File: src/rtl/clock_monitor.sv
// Receive-side monitor for a divided clock brought back into the clk domain: edge strobes,
// period/high-time measurement, lock tracking and a sticky fault flag.
module clock_monitor #(
  parameter int unsigned EXP_PERIOD = 8,
  parameter int unsigned TOL        = 1,
  parameter int unsigned LOCK_COUNT = 4,
  parameter int unsigned CNT_W      = 8
) (
  input  logic             clk,
  input  logic             rst,
  input  logic             mon_clk,
  output logic             rise_stb,
  output logic             fall_stb,
  output logic [CNT_W-1:0] period,
  output logic [CNT_W-1:0] high_time,
  output logic             locked,
  output logic             fault
);

  localparam int unsigned GcW = $clog2(LOCK_COUNT + 1);
  localparam logic [CNT_W-1:0] CntMax  = '1;
  localparam logic [CNT_W-1:0] LoLim   = CNT_W'(EXP_PERIOD - TOL);
  localparam logic [CNT_W-1:0] HiLim   = CNT_W'(EXP_PERIOD + TOL);
  localparam logic [GcW-1:0]   LockCnt = GcW'(LOCK_COUNT);

  typedef enum logic [1:0] {StUnlocked, StTraining, StLocked, StFault} state_e;

  state_e           state_q, state_d;
  logic             s0_q, s1_q, prev_q;
  logic             rise, fall, good, timeout;
  logic             rise_stb_q, fall_stb_q;
  logic             locked_q, locked_d, fault_q, fault_d;
  logic [CNT_W-1:0] cnt_q, period_q, high_time_q;
  logic [GcW-1:0]   good_cnt_q, good_cnt_d, good_inc;

  assign rise     = s1_q & ~prev_q;
  assign fall     = ~s1_q & prev_q;
  // A saturated count is always above HiLim, so it can never be judged good.
  assign good     = (cnt_q >= LoLim) && (cnt_q <= HiLim);
  assign timeout  = ~rise && (cnt_q > HiLim);
  assign good_inc = good_cnt_q + 1'b1;

  // Synchroniser, strobes, cycle counter and measurements.
  always_ff @(posedge clk) begin
    if (rst) begin
      s0_q        <= 1'b0;
      s1_q        <= 1'b0;
      prev_q      <= 1'b0;
      rise_stb_q  <= 1'b0;
      fall_stb_q  <= 1'b0;
      cnt_q       <= '0;
      period_q    <= '0;
      high_time_q <= '0;
    end else begin
      s0_q       <= mon_clk;
      s1_q       <= s0_q;
      prev_q     <= s1_q;
      rise_stb_q <= rise;
      fall_stb_q <= fall;
      if (rise) begin
        cnt_q <= CNT_W'(1);
      end else if (cnt_q != CntMax) begin
        cnt_q <= cnt_q + 1'b1;
      end
      if (rise && (state_q != StUnlocked)) period_q    <= cnt_q;
      if (fall && (state_q != StUnlocked)) high_time_q <= cnt_q;
    end
  end

  // FSM state register; locked/fault are registered alongside the state.
  always_ff @(posedge clk) begin
    if (rst) begin
      state_q    <= StUnlocked;
      good_cnt_q <= '0;
      locked_q   <= 1'b0;
      fault_q    <= 1'b0;
    end else begin
      state_q    <= state_d;
      good_cnt_q <= good_cnt_d;
      locked_q   <= locked_d;
      fault_q    <= fault_d;
    end
  end

  always_comb begin
    state_d    = state_q;
    good_cnt_d = good_cnt_q;
    case (state_q)
      StUnlocked: begin
        if (rise) begin
          state_d    = StTraining;
          good_cnt_d = '0;
        end
      end
      StTraining, StFault: begin
        if (rise) begin
          if (good) begin
            good_cnt_d = good_inc;
            if (good_inc == LockCnt) state_d = StLocked;
          end else begin
            good_cnt_d = '0;
          end
        end else if (timeout && (state_q == StTraining)) begin
          state_d = StUnlocked;
        end
      end
      StLocked: begin
        if ((rise && !good) || timeout) begin
          state_d    = StFault;
          good_cnt_d = '0;
        end
      end
      default: state_d = StUnlocked;
    endcase
  end

  always_comb begin
    locked_d = (state_d == StLocked);
    fault_d  = fault_q | ((state_q == StLocked) && (state_d == StFault));
  end

  assign rise_stb  = rise_stb_q;
  assign fall_stb  = fall_stb_q;
  assign period    = period_q;
  assign high_time = high_time_q;
  assign locked    = locked_q;
  assign fault     = fault_q;

endmodule
File: config.mk
export PLATFORM = sky130hd
export DESIGN_NAME = clock_monitor
export DESIGN_NICKNAME = d
export VERILOG_FILES = /design/src/rtl/clock_monitor.sv
export SDC_FILE = /design/constraint.sdc
export NUM_CORES = 1
export LEC_CHECK = 0
export ABC_AREA = 0
export BUFFER_PORTS_ARGS = -buffer_cell sky130_fd_sc_hd__buf_2
export CAP_MARGIN = 10
export CORE_UTILIZATION = 35
export DETAILED_ROUTE_END_ITERATION = 10
export GPL_TIMING_DRIVEN = 0
export MAX_ROUTING_LAYER = met4
export SLEW_MARGIN = 20
export SYNTH_ARGS = -nofsm -noshare
export SYNTH_HDL_FRONTEND = slang
export SYNTH_SLANG_ARGS = --single-unit
File: constraint.sdc
create_clock -name clk -period 2.15 [get_ports clk]
set_input_delay 0.215 -clock clk [delete_from_list [all_inputs] [get_ports clk]]
set_output_delay 0.215 -clock clk [all_outputs]
set_load 0.05 [all_outputs]
* After elaboration in Yosys (flattened, before gate mapping)
Cells that the tools add are included.
** Cells by class
- $add $sub $neg :: 2
- Order comparisons :: 3
- Equality and inequality tests :: 10
- Multiplexer cells :: 14
- Bitwise logic cells :: 6
- Reduce and logical (&&, ||, !) cells :: 15
** Operator list (count)
- 2-to-1 mux 2 bit :: 6
- 2-to-1 mux 3 bit :: 4
- case mux 3 bit (3 select lines) :: 1
- adder 8 x 1 -> 8 bit (second input constant) :: 1
- == test 2 bit (second input constant) :: 4
- >= comparator 8 x 3 -> 1 bit (second input constant) :: 1
- > comparator 8 x 4 -> 1 bit (second input constant) :: 1
- <= comparator 8 x 4 -> 1 bit (second input constant) :: 1
- != test 8 bit (second input constant) :: 1
- logical AND 1 bit :: 7
- != test 2 bit (second input constant) :: 3
- case mux 2 bit (3 select lines) :: 1
- nonzero test 2 bit :: 2
- OR reduction 2 bit :: 2
- adder 3 x 1 -> 3 bit (second input constant) :: 1
- == test 3 bit (second input constant) :: 1
- inverter 1 bit :: 3
- AND reduction 3 bit :: 1
- bitwise AND 1 bit :: 2
- == test 2 x 1 -> 1 bit (second input constant) :: 1
- logical NOT 2 bit :: 1
- 2-to-1 mux 1 bit :: 2
- logical NOT 1 bit :: 1
- logical OR 1 bit :: 1
- OR 1 bit :: 1
** Storage, ports and cells
- Register bits after elaboration :: 36
- Input bits :: 3
- Output and inout bits :: 20
- Logic and storage cells :: 63

* Longest topological paths before layout
- Depth in word-level cells :: 11
- Mapped depth :: 6
- Depth with buffers taken out :: 6

* Worst setup path after synthesis
OpenSTA, ideal clock, no wires.
- Kind :: register -> register
- From :: reg cnt_q[5]
- To :: reg locked_q, in the netlist locked
- Setup time :: 0.071 ns
- Arrival :: 1.703 ns
- Required time :: 2.079 ns
- Path slack :: 0.377 ns
- Cell stages (with the launch flop) :: 6
- Buffers on the path :: 1
- Period minus slack after synthesis :: 1.773 ns
- Cell sequence :: dfxtp_1 -> buf_6 -> or4_4 -> a21o_1 -> or4_1 -> a21oi_1
** Between the ends
- Cells in the longest elaborated chain, start to end :: 8
- Elaborated cells between the ends (all ways) :: 15
- Those cells by class :: order compare: 3; eq/ne: 1; mux: 5; reduce/logical: 6
** Ends and longest elaborated chain
- start, declared :: RTL line 33 : logic [CNT_W-1:0] cnt_q, period_q, high_time_q;
- start signal, assigned :: RTL line 63 : cnt_q <= cnt_q + 1'b1;
- >= comparator 8 x 3 -> 1 bit / <= comparator 8 x 4 -> 1 bit (equally long branches) :: RTL line 39 : assign good = (cnt_q >= LoLim) && (cnt_q <= HiLim);
- logical AND 1 bit :: RTL line 39
- logical NOT 1 bit :: RTL line 108 : if ((rise && !good) || timeout) begin
- logical AND 1 bit :: RTL line 108
- logical OR 1 bit :: RTL line 108
- 2-to-1 mux 2 bit :: RTL line 108
- case mux 2 bit (3 select lines) (*) :: RTL line 88 : case (state_q)
- == test 2 bit (*) :: RTL line 118 : locked_d = (state_d == StLocked);
- end signal, assigned :: RTL line 80 : locked_q <= locked_d;
- end, declared :: RTL line 32 : logic locked_q, locked_d, fault_q, fault_d;
Every way passes the cells marked *; elsewhere a longest branch is shown, timed or not.
A chain may end at the register's enable or synchronous reset.

* Worst setup path after layout
- From :: reg cnt_q[3]
- To :: reg cnt_q[1]
** Between the ends
- Cells in the longest elaborated chain, start to end :: 1
** Ends and longest elaborated chain
- != test 8 bit :: RTL line 62 : end else if (cnt_q != CntMax) begin
No other way between the ends.

==> out/qor.yml <==
status: "completed"
final_nets: 199
drive_above_1_share_pct: 17.71
rsz0062_at_grt: "false"
io_pins: 23
syn-num-nets: 170
diodes: 0
drv_slew: 0
final_cell_mix: "dfxtp_1 (36), nor2_1 (29), buf_2 (22)"
grt_use_total_pct: 15.05
path_cells: "clkbuf_1 -> nand2_1 -> nor3_1 -> mux2i_1 -> nor2_1"
areaGrowthSynthToFinish_pct: 17.27
crit_buf_inv: 1
postCtsHoldBufs: 0
r2r_slack_ns: 0.25
placementRows: 23
crit_arrival_ns: 2.08
max_slew.worst_pin.slew_ns: 0.8730
final_common_cell: "dfxtp_1"
synth-seq-cells: 36
placedInstanceArea_um2: 1687
ir_drop_uv: 450.8
hold_slack_ns: 0.1506
core_um2: 4086
num_vias: 1170
detail_route.iter0.violations: 36
cp-start-kind: "register"
fillers: 434
fin_crit_sh_pct: 88.35
async_flop_share_pct: 0
path_clk_slew_ns: 0.08
post_cts_buffers: 0
cts_resized: 0
worstSetupEndpointType: "register"
critical_path.max_fanout: 10
setup_violations: 0
p_per_area_nw_per_um2: 685.5
synth_edf_count: 0
worstSetupPathType: "register to register"
drc: 0
grt_max_degree: 13
numPortBuffers: 22
slowest_stage: "nor3_1"
grt_antenna_before_repair: 0
cts_buffers: 5
cap_viol_max_count: 0
timing.fmax_ghz: 0.5265
gp_congestion: 0.7978
slew_headroom_pct: 41.58
wl_mm: 2.813
synth.avg_cell_area_um2: 9.345
cp_data_required_time_ns: 2.33
power_w: 0.001217
cts_tree: "yes"
start_util_pct: 37.05
die_area_um2: 4593
crit_family: "simple AND/OR/NAND/NOR gates"
netlist-cell-type-count: 35
grt_pass1_vias: 1079
hpwl_mm: 2.069
power_leakage_nw: 0.7123
yosysWarnings: 0
viasPerCell: 4.835
synth_ff_type: "dfxtp_1"
hold_path_class: "input pin to register"
die_y_um: 67.77
finalSetupTns_ns: 0
finalClockSkew_ns: 0.008081
cts_sinks: 36
ys_seq_area_share_pct: 47.60
fin_area_um2: 1775
finalHoldViolCount: 0
grt_first_pass_wirelength_mm: 4.940
clock_latency_ns: 0.29
syn-cell-area_um2: 1514
cp_slowest_stage_delay_ns: 0.62
overflow: 0
drt_pass1_iterations: 4
ant_nets: 0
utilization_pct: 43.45
die_width_um: 67.77
synth_cells: 162
min_period_ns: 1.899
ctsLongestPathBuffers: 2
clock-root-buffer: "clkbuf_8"
cts.htree.levels: 2
wl_per_cell_um: 11.62
-- metal layers --
metal / routed length, um / up-vias / GRT usage (%) / part of all wire, %
li1: - / 616 / - / -
met1: 1406 / 525 / 19.82 / 50
met2: 1197 / 24 / 21.16 / 43
met3: 171 / 5 / 4.561 / 6.1
met4: 38 / 0 / 6.250 / 1.4
met5: 0 / - / - / 0
-- cell type report --
class	count	area, um2	share of cell area [%]
clock inverters	2	16.27	0.9161
plain buffers	7	33.78	1.903
repair buffers	22	110.1	6.202
well taps	50	62.56	3.524
inverters	9	33.78	1.903
flip-flops and latches	36	720.7	40.59
multi-input cells	110	725.7	40.87
clock buffers	6	72.57	4.087
-- synthesized netlist by cell type, drive strengths merged, types with 2 or more instances --
cell type  number  area, um2
a211oi          2      15.01
a21o            2      15.01
a21oi           8      40.04
buf             2      15.01
clkbuf          5      18.77
dfxtp          36      720.7
ha              5      62.56
inv             9      33.78
mux2i          20      200.2
nand2           4      15.01
nand2b          3      18.77
nand3           4      20.02
nor2           30      115.1
nor2b           5      31.28
nor3            6      30.03
o211ai          2      15.01
o21ai           2      10.00
o21bai          2      15.01
or4             2      18.77
xor2            2      17.52
-- power by group --
part           switching (W)  internal (W)  total (W)
combinational      0.0000389     0.0000208  0.0000598
clock               0.000244      0.000230   0.000474
sequential        0.00000775      0.000675   0.000683
total               0.000291      0.000926    0.00122
-- kinds of logic (layout without fill, tap and decap cells) --
logic type / count (synthesis) / count (layout) / synth area share, %
compound gates: 23 / 23 / 9.916
xor+xnor: 3 / 3 / 1.736
fa+ha+maj: 5 / 5 / 4.132
buf+inv: 16 / 46 / 4.462
flops: 36 / 36 / 47.60
mux: 20 / 20 / 13.22
simple gates: 59 / 59 / 18.93
-- final timing paths --
check / start / end / cells after the start
setup / recovery: cnt_q[3]$_SDFFE_PP0P_ / cnt_q[1]$_SDFFE_PP0P_ / 5
hold / removal: mon_clk / s0_q$_SDFF_PP0_ / 2
setup reg to reg: cnt_q[3]$_SDFFE_PP0P_ / cnt_q[1]$_SDFFE_PP0P_ / 5
hold reg to reg: s0_q$_SDFF_PP0_ / s1_q$_SDFF_PP0_ / 1
-- metrics by stage --
| step | setup WS [ns] | cells |
|---|---|---|
| finish | 0.2506 | 242 |
| global route | 0.06496 | 242 |
| CTS | 0.2423 | 242 |
| detailed placement | 0.2406 | 234 |
| global placement | 0.2440 | 234 |
| floorplan | 0.3768 | 162 |
-- state kept, by name, summed over array words and instances (netlist names), 2 cells and up --
name	flops
cnt_q	8
good_cnt_q	3
high_time	8
period	8
state_q	2
(Power assumes the default switching activity.)
